$ cat src/rtl/mccoy_prog_feeder_if.sv
// Load/run handshake and core-facing signals of the McCoy program feeder.
interface mccoy_prog_feeder_if;
  logic       load_valid;
  logic [5:0] load_data;
  logic       load_last;
  logic       load_ready;
  logic       run;
  logic [7:0] pc_in;
  logic [5:0] instr_out;
  logic       core_reset;
  logic       busy;
  logic       done;
  logic [7:0] cycles;

  modport master (
    output load_valid, load_data, load_last, run, pc_in,
    input  load_ready, instr_out, core_reset, busy, done, cycles
  );

  modport slave (
    input  load_valid, load_data, load_last, run, pc_in,
    output load_ready, instr_out, core_reset, busy, done, cycles
  );
endinterface

$ cat src/rtl/mccoy_prog_feeder.sv
// Program feeder: loads instruction words, boots the core and serves instructions by PC.
// Optional macro MCCOY_FEEDER_BOUNDS_EN halts the run when pc_in falls outside the memory.
module mccoy_prog_feeder #(
  parameter int unsigned DEPTH      = 32,
  parameter int unsigned MAX_CYCLES = 255
) (
  input logic               clk,
  input logic               reset,
  mccoy_prog_feeder_if.slave bus
);

  localparam int unsigned   AW      = (DEPTH > 1) ? $clog2(DEPTH) : 1;
  localparam logic [7:0]    MaxCyc  = 8'(MAX_CYCLES);
  localparam logic [AW-1:0] LastIdx = AW'(DEPTH - 1);

  typedef enum logic [2:0] {StIdle, StLoad, StBoot, StRun, StHalt} state_e;

  state_e        state_q, state_d;
  logic [AW-1:0] wptr_q, wptr_d;
  logic [7:0]    cycles_q, cycles_d;
  logic          boot_cnt_q, boot_cnt_d;
  logic          mem_we;
  logic          pc_oob;
  logic [5:0]    mem_q [DEPTH];
  logic          unused_pc;

`ifdef MCCOY_FEEDER_BOUNDS_EN
  assign pc_oob = ({1'b0, bus.pc_in} >= 9'(DEPTH));
`else
  assign pc_oob = 1'b0;
`endif

  // Upper PC bits only matter to the bounds check.
  assign unused_pc = ^bus.pc_in;

  always_comb begin
    state_d    = state_q;
    wptr_d     = wptr_q;
    cycles_d   = cycles_q;
    boot_cnt_d = boot_cnt_q;
    mem_we     = 1'b0;
    unique case (state_q)
      StIdle, StHalt: begin
        if (bus.load_valid) begin
          state_d = StLoad;
          wptr_d  = '0;
        end else if (bus.run) begin
          state_d    = StBoot;
          boot_cnt_d = 1'b0;
          cycles_d   = '0;
        end
      end
      StLoad: begin
        if (bus.load_valid) begin
          mem_we = 1'b1;
          wptr_d = wptr_q + 1'b1;
          if (bus.load_last || (wptr_q == LastIdx)) state_d = StIdle;
        end
      end
      StBoot: begin
        // Two-cycle core reset pulse; boot_cnt_q marks the second cycle.
        cycles_d   = '0;
        boot_cnt_d = !boot_cnt_q;
        if (boot_cnt_q) state_d = StRun;
      end
      StRun: begin
        cycles_d = cycles_q + 8'd1;
        if ((cycles_d == MaxCyc) || pc_oob) state_d = StHalt;
      end
      default: state_d = StIdle;
    endcase
  end

  always_ff @(posedge clk or posedge reset) begin
    if (reset) begin
      state_q    <= StIdle;
      wptr_q     <= '0;
      cycles_q   <= '0;
      boot_cnt_q <= 1'b0;
    end else begin
      state_q    <= state_d;
      wptr_q     <= wptr_d;
      cycles_q   <= cycles_d;
      boot_cnt_q <= boot_cnt_d;
    end
  end

  always_ff @(posedge clk or posedge reset) begin
    if (reset) begin
      for (int i = 0; i < int'(DEPTH); i++) mem_q[i] <= '0;
    end else if (mem_we) begin
      mem_q[wptr_q] <= bus.load_data;
    end
  end

  assign bus.load_ready = (state_q == StLoad);
  assign bus.busy       = (state_q == StLoad) || (state_q == StBoot) || (state_q == StRun);
  assign bus.done       = (state_q == StHalt);
  assign bus.core_reset = (state_q != StRun);
  assign bus.cycles     = cycles_q;
  assign bus.instr_out  = ((state_q == StRun) && !pc_oob) ? mem_q[bus.pc_in[AW-1:0]] : 6'b000000;

endmodule

$ cat src/flat_wrapper.sv
// flat-port wrapper written by rule: the top's interface ports become plain ports
module mccoy_prog_feeder_flat 
#(
  parameter int unsigned DEPTH      = 32,
  parameter int unsigned MAX_CYCLES = 255
)
  (clk, reset, bus_load_valid, bus_load_data, bus_load_last, bus_run, bus_pc_in, bus_load_ready, bus_instr_out, bus_core_reset, bus_busy, bus_done, bus_cycles);
  mccoy_prog_feeder_if bus_i ();
  input logic clk;
  input logic reset;
  input wire logic [$bits(bus_i.load_valid)-1:0] bus_load_valid;
  input wire logic [$bits(bus_i.load_data)-1:0] bus_load_data;
  input wire logic [$bits(bus_i.load_last)-1:0] bus_load_last;
  input wire logic [$bits(bus_i.run)-1:0] bus_run;
  input wire logic [$bits(bus_i.pc_in)-1:0] bus_pc_in;
  output wire logic [$bits(bus_i.load_ready)-1:0] bus_load_ready;
  output wire logic [$bits(bus_i.instr_out)-1:0] bus_instr_out;
  output wire logic [$bits(bus_i.core_reset)-1:0] bus_core_reset;
  output wire logic [$bits(bus_i.busy)-1:0] bus_busy;
  output wire logic [$bits(bus_i.done)-1:0] bus_done;
  output wire logic [$bits(bus_i.cycles)-1:0] bus_cycles;
  assign bus_i.load_valid = bus_load_valid;
  assign bus_i.load_data = bus_load_data;
  assign bus_i.load_last = bus_load_last;
  assign bus_i.run = bus_run;
  assign bus_i.pc_in = bus_pc_in;
  assign bus_load_ready = bus_i.load_ready;
  assign bus_instr_out = bus_i.instr_out;
  assign bus_core_reset = bus_i.core_reset;
  assign bus_busy = bus_i.busy;
  assign bus_done = bus_i.done;
  assign bus_cycles = bus_i.cycles;
  mccoy_prog_feeder #(.DEPTH(DEPTH), .MAX_CYCLES(MAX_CYCLES)) u_core (.clk(clk), .reset(reset), .bus(bus_i));
endmodule
$ cat config.mk
export PLATFORM = sky130hd
export DESIGN_NAME = mccoy_prog_feeder_flat
export DESIGN_NICKNAME = d
export VERILOG_FILES = /design/src/rtl/mccoy_prog_feeder_if.sv /design/src/rtl/mccoy_prog_feeder.sv /design/src/flat_wrapper.sv
export SDC_FILE = /design/constraint.sdc
export NUM_CORES = 1
export LEC_CHECK = 0
export CELL_PAD_IN_SITES_DETAIL_PLACEMENT = 0
export CELL_PAD_IN_SITES_GLOBAL_PLACEMENT = 1
export CORE_MARGIN = 10
export CORE_UTILIZATION = 52
export CTS_CLUSTER_DIAMETER = 60
export DETAILED_ROUTE_END_ITERATION = 7
export PLACE_DENSITY = 0.87
export RECOVER_POWER = 25
export SETUP_SLACK_MARGIN = 0.05
export SLEW_MARGIN = 20
export SYNTH_ARGS = -nofsm -noshare
export SYNTH_HDL_FRONTEND = slang
export SYNTH_SLANG_ARGS = --single-unit
export TNS_END_PERCENT = 100
$ cat constraint.sdc
create_clock -name clk -period 8.9 [get_ports clk]
set_clock_uncertainty 0.15 [all_clocks]
set_input_delay 1.335 -clock clk [delete_from_list [all_inputs] [get_ports clk]]
set_output_delay 1.335 -clock clk [all_outputs]
set_load 0.1 [all_outputs]
### Yosys cells after proc, flatten, opt, wreduce, memory -nomap -nowiden

Index checks and enable logic that the tools add are counted.

| cells by class | value |
|---|---|
| shift operators | 0 |
| reduce and logical (&&, ||, !) cells | 14 |
| magnitude comparators | 3 |
| multipliers | 0 |
| div/mod/pow operators | 0 |
| bitwise gates (word level) | 2 |
| equality and inequality tests | 15 |
| $add $sub $neg | 2 |
| multiplexer cells | 25 |

Operators by type and width:

| operator | count |
|---|---|
| $bwmux 192 | 1 |
| $bmux 6 s5 | 1 |
| $demux 6 s5 | 1 |
| $mux 6 | 4 |
| $pmux 8 s3 | 1 |
| $mux 3 | 6 |
| $mux 8 | 2 |
| $ge 6x6->1 const B | 2 |
| $not 5->6 | 2 |
| $pmux 3 s4 | 1 |
| $mux 5 | 2 |
| $pmux 5 s2 | 1 |
| $reduce_and 3->1 | 3 |
| $add 8x1->8 const B | 1 |
| $eq 8x8->1 const B | 1 |
| $ne 2x2->1 const B | 4 |
| $eq 3x2->1 const B | 2 |
| $lt 6x1->1 const B | 1 |
| $ne 2x1->1 const B | 3 |
| $add 5x1->5 const B | 1 |
| $eq 5x5->1 const B | 1 |
| $reduce_and 5->1 | 1 |
| $mux 1 | 4 |
| $reduce_bool 2->1 | 2 |
| other kinds (11) | 13 |

| storage, ports and cells | value |
|---|---|
| ROM bits | 0 |
| latch bits | 0 |
| memories kept | 0 |
| output and inout port bits | 18 |
| RAM bits | 0 |
| register bits after elaboration | 209 |

### Logic depth before layout (Yosys ltp)

| logic depth | value |
|---|---|
| depth after elaboration | 6 |
| mapped depth | 8 |
| mapped depth without buffers | 7 |

### Worst setup path before layout

OpenSTA, ideal clock, no wires.

| timing | value |
|---|---|
| path type | input port to output port |
| start | input port bus_pc_in[2] |
| end | output port bus_instr_out[1] |
| arrival | 3,814 ps |
| slack | 3,601 ps |
| data required time | 7,415 ps |
| buffers on the path | 3 |
| stages | 6 |
| cells stage by stage | buf_4 > buf_2 > buf_4 > mux2i_1 > a221o_1 > a31oi_1 |

| on the way | value |
|---|---|
| longest elaborated chain between the ends | 5 |

RTL lines:

| element | line | source |
|---|---|---|
| from (decl) | flat_wrapper.sv:15 | `input wire logic [$bits(bus_i.pc_in)-1:0] bus_pc_in;` |
| $not 5->6 (implied by the code) | mccoy_prog_feeder.sv:101 | `assign bus.instr_out = ((state_q == StRun) && !pc_oob) ? mem_q[bus.pc_in[AW-1:0]] : 6'b000000;` |
| $bmux 6 s5 | mccoy_prog_feeder.sv:101 |  |
| $mux 6 (implied by the code) (2 in a row) | mccoy_prog_feeder.sv:101 |  |
| $mux 6 | mccoy_prog_feeder.sv:101 |  |
| to (decl) | flat_wrapper.sv:17 | `output wire logic [$bits(bus_i.instr_out)-1:0] bus_instr_out;` |

Every way passes these cells. The select of a mux whose other input is x is not followed.

==> flow_summary_export.csv <==
group,metric,value,unit
power,peakVddDrop,0.183,mV
synth,synth_cell_type_count,49,
min_path,hold_depth,1,
die,ios,37,
synth,yosys_warnings,0,
synth,yosysTopAreaCellShare,52.4,%
synth,async_reset_ff_share,100,%
worst_setup_path,reg2reg_slack,6.28,ns
global_routing,grt_util_all_layers,17.8,%
place,post-place-ws,2.64,ns
finish,final_util,59.2,%
die,dieArea,25100,um2
clock_tree,cts_root_buf,"clkbuf_16",
die,coreArea,18800,um2
clock_tree,clkSlewWorstSetupHoldPaths,0.06,ns
place,hpwlAfterDp,13700,um
die,initial_core_util,53.2,%
synth,synth_area_leaders,"dfrtp_1, mux2_2, mux4_2",
worst_setup_path,crit_arrival,6.67,ns
min_path,holdPathEnd,"u_core.mem_q[15]",
worst_setup_path,crit_fanout,138,
timing,tns,0,ns
clock_tree,cts_tree,"yes",
die,die_h,159,um
global_routing,grt_max_degree,139,
clock_tree,post-cts-setup-buffers,0,
timing,rsz0062_at_grt,"false",
place,portBuffers,33,
timing,setup_slack,2.58,ns
global_routing,antenna_found_initial,0,
synth,yosys_register_bits,209,
timing,tightest_slew,5.11,ns
detailed_routing,detail_route.iter0.violations,334,
clock_tree,cts_buffer_depth,3,
finish,syn_to_final_growth,11.3,%
timing,fmax,0.158,GHz
min_path,hold_class,"flip-flop to flip-flop",
synth,synthTopCellsByCount,"dfrtp_1, mux2_2, nand2_1",
status,status,"finished, violations left",
detailed_routing,drc,0,
timing,setup_viol,0,
clock_tree,ctsResizeCount,0,
timing,maxSlewViolCount,139,
global_routing,overflow,0,
timing,fin_crit_sh,71.0,%
timing,hold_viol,0,
synth,synth_nets,707,
detailed_routing,wire_per_inst,22.7,um
synth,netlist_area,9980,um2
status,violations,"max-capacitance violations, max-slew violations",
finish,n_fill_cell,1404,
die,rows,50,
global_routing,grt_pass1_wl,34700,um
synth,ys_seq_area_share,52.4,%
finish,drive_gt1_share,37.4,%
worst_setup_path,cp-end-kind,"asynchronous set/reset pin",
synth,ys.flop_type,"dfrtp_1",
detailed_routing,antenna_left,0,
synth,syn_inst,681,
die,fp.dieW,159,um
timing,period_minus_slack,6.32,ns
synth,yosysMostFrequentCell,"dfrtp_1",
worst_setup_path,worstPathRequired,9.26,ns
timing,slew_headroom,-241,%
detailed_routing,vias,5882,
place,place_congestion,0.849,
global_routing,grt_pass1_vias,6347,
worst_setup_path,r2r_start,"u_core.state_q[0]",
clock_tree,cts_max_level,1,
finish,fin_nets,723,
power,p_leak,5.46,nW
min_path,worstHoldStart,"u_core.mem_q[15]",
worst_setup_path,start_kind,"input port",
clock_tree,cts_buffers,23,
clock_tree,numClockSinks,209,
detailed_routing,viasPerCell,6.20,
power,power_density,207,nW/um2
synth,synth_top_area_cell,"dfrtp_1",
worst_setup_path,r2r_cells,4,
clock_tree,worstSkewPairLatency,0.51,ns
detailed_routing,dr.pass1.iters,5,
detailed_routing,totalWireLength,21600,um
flow_run,drv_cap,1,
worst_setup_path,r2r-end,"u_core.mem_q[49]",
clock_tree,ctsHoldBuffers,0,
synth,synth-edff-count,0,
worst_setup_path,path_class,"input port to asynchronous set/reset pin",
synth,synth.avg_cell_area,14.7,um2
finish,num_antenna_cells,0,
-- sequential cells by signal, indices dropped and copies added, names as in the netlist --
signal             cells
u_core.wptr_q          5
u_core.state_q         3
u_core.boot_cnt_q      1
u_core.bus.cycles      8
u_core.mem_q         192
-- worst max path at each step --
stage                 startpoint                 to  cells after the start
finish                     reset   u_core.mem_q[73]                      3
global route               reset  u_core.mem_q[183]                      2
CTS                 bus_pc_in[1]   bus_instr_out[2]                      8
detailed placement  bus_pc_in[1]   bus_instr_out[2]                      8
global placement    bus_pc_in[1]   bus_instr_out[2]                      8
floorplan                  reset  u_core.boot_cnt_q                      1
-- cells in the final DEF (no fill, tap or decap), types with 3 or more instances in the layout --
master and count:
mux2i_1 17, buf_4 4, nor2_1 13, clkbuf_1 5, a22o_1 6, mux4_1 16, and3_1 8, o21ai_0 16
nor2b_1 4, nor3b_1 3, nor3_1 3, nand4_1 3, ha_1 7, inv_1 6, mux2_2 183, clkbuf_8 5
a21oi_1 12, mux2_1 12, dfrtp_1 209, mux4_2 32, clkbuf_16 23, buf_2 8, a31oi_1 3, nand2_1 44
clkdlybuf4s50_1 23, a221o_1 6, a221oi_1 4
-- routing by layer --
metal  track usage, %  share of wire, %  vias up
met3             3.56               6.6       32
met5                0                 0        -
met2             30.0                50      165
li1                 -                 -     2593
met1             22.7                41     3092
met4             5.25               2.4        0
-- worst max-delay path, stage by stage --
cell and delay [ns]:
dlygate4sd3_1 0.53, inv_1 3.57, buf_4 1.14
-- cells by family (layout without fill, tap and decap cells) --
| family | after synthesis | after routing | share of synthesized area [%] |
|---|---|---|---|
| buffers and inverters | 53 | 86 | 2.91 |
| muxes | 260 | 260 | 35.1 |
| AOI/OAI and AO/OA | 56 | 56 | 3.80 |
| DFF | 209 | 209 | 52.4 |
| adders and majority gates | 7 | 7 | 0.877 |
| xor gates and xnor gates | 2 | 2 | 0.176 |
| and+or+nand+nor | 94 | 94 | 4.70 |
-- report_power, final --
group / switching, mW / internal (mW) / total, mW
clock: 0.377 / 0.579 / 0.956
combinational: 0.209 / 0.0965 / 0.306
sequential: 0.0426 / 0.990 / 1.03
total: 0.629 / 1.67 / 2.29
-- metrics by stage --
stage          power [mW]  cells  hold WS [ns]  area, um2
5_1_grt              2.39    948         0.354      11100
3_3_place_gp         1.35    906         0.315      10400
4_1_cts              2.31    948         0.344      11100
2_1_floorplan        1.28    681         0.306       9980
3_5_place_dp         1.36    906         0.330      10400
6_report             2.29    948         0.338      11100
-- cell type report --
class | instances | area [um2] | area share, %
Tap cell | 234 | 293 | 2.64
Clock inverter | 9 | 111 | 1.00
Multi-Input combinational cell | 419 | 4460 | 40.2
Inverter | 7 | 26.3 | 0.237
Timing Repair Buffer | 37 | 320 | 2.88
Clock buffer | 33 | 663 | 5.97
Sequential cell | 209 | 5230 | 47.1
No activity file was read; power rests on OpenSTA's default activity.
==> patch (same flow settings) <==
Re-encode `state_e` (5 states) as one-hot, 5 bits wide.
--- a/src/rtl/mccoy_prog_feeder.sv
+++ b/src/rtl/mccoy_prog_feeder.sv
@@ -14,5 +14,5 @@
   localparam logic [AW-1:0] LastIdx = AW'(DEPTH - 1);
 
-  typedef enum logic [2:0] {StIdle, StLoad, StBoot, StRun, StHalt} state_e;
+  typedef enum logic [4:0] {StIdle = 5'b00001, StLoad = 5'b00010, StBoot = 5'b00100, StRun = 5'b01000, StHalt = 5'b10000} state_e;
 
   state_e        state_q, state_d;
Formal check against the unedited RTL: no difference found for any inputs over 4 cycles, from zero or initial values and one cycle with reset high; so few cycles prove little.
==> patch against the original RTL <==
The run still ends with max-capacitance violations, max-slew violations left; area after synthesis is 8.9% higher; setup slack better by 110 ps; clock power is 10% lower; total power is 2.5% lower; first-iteration DRC count is 17% higher; cell area is 7.3% higher; sequential cell count is 2 higher; wire length is 5.5% higher; cell count is 4.1% higher; largest cell class unchanged.
==> patch: results (changes against the original RTL) <==
place:
  hpwlAfterDp_mm: 14.49  # +5.6%
  pre_cts_ws_ps: 2577  # -60.45 ps
power:
  power.share.switching_pct: 27.35  # -0.066 points
  p_leak_nw: 6.119  # +12%
status:
  violations: "max-capacitance violations, max-slew violations"
  status: "finished, violations left"
grt:
  grt_pass1_vias: 6397  # +0.79%
  grt_max_degree: 131  # -5.8%
  grt_pass1_wl_mm: 36.98  # +6.4%
route:
  firstDrtPassIters: 4  # -1
  drt_iter0_drc: 390  # +17%
  vias: 5876  # -0.10%
finish:
  finalNetCount: 731  # +1.1%
synthesis:
  synth-seq-area-share_pct: 48.61  # -3.8 points
  synth.net_count: 709  # +0.28%
  synth.distinct_cells: 59  # +20%
  synthTopCellsByCount: "210 x dfrtp_1, 116 x mux2_2, 66 x mux2_4"
timing:
  whs_ps: 331.0  # -7.224 ps
  slew_headroom_pct: -269.4  # -29 points
  drv_slew: 131  # -5.8%
worst_hold_path:
  min_from: "u_core.mem_q[113]"
  holdPathEnd: "u_core.mem_q[113]"
setup_path:
  r2r_cells: 5  # +1
  reg2reg_from: "u_core.state_q[4]"
  crit_end: "bus_instr_out[2]"
job:
  maxCapViolations: 1  # unchanged
==> patch: logic make-up (layout without fill, tap and decap cells) <==
family                   count (synthesis)  after routing  share of synthesized area [%]
buffers and inverters                   47             81                          2.776
AO/OA/AOI/OAI                           39             39                          2.637
adder cells (fa/ha/maj)                  7              7                         0.8061
AND/OR/NAND/NOR                        116            116                          10.95
XOR/XNOR                                 7              7                         0.5643
multiplexers                           256            256                          33.65
flip-flops                             211            211                          48.61
==> patch: cell type report <==
class	count	share of cell area, %
clock buffers	32	5.367
clock inverters	5	0.2310
inverters	7	0.2310
multi-input cells	425	44.33
flip-flops and latches	211	44.33
well taps	270	2.836
repair buffers	37	2.678
==> patch: routing by layer <==
metal	up-vias	track usage [%]	wire length, um
li1	2582	-	-
met1	3136	23.30	10120
met2	119	28.80	11210
met3	39	2.689	837
met4	0	4.428	567
met5	-	0	0
==> patch: metrics by stage <==
stage                     instances  util (%)  cell area [sq um]  power [mW]
after floorplan                 683         -              10860       1.326
after global placement          950     55.39              11280       1.383
after detailed placement        950     55.39              11280       1.400
after CTS                       987     58.66              11950       2.256
after global routing            987     58.50              11910       2.330
final                           987     58.50              11910       2.237
==> patch: worst max-delay path: stages <==
cell	delay, ps
buf_2	670
buf_4	430
mux4_2	280
mux2i_1	130
nand2_1	140
nand3_1	90
a211oi_1	390
clkdlybuf4s50_1	1230
==> patch: power by group through the flow <==
stage,logic [mW],registers [mW],clock network [mW]
detailed placement,0.335,1.06,0
finish,0.332,1.05,0.857
global route,0.359,1.06,0.915
CTS,0.336,1.05,0.873
global placement,0.323,1.06,0
floorplan,0.250,1.08,0
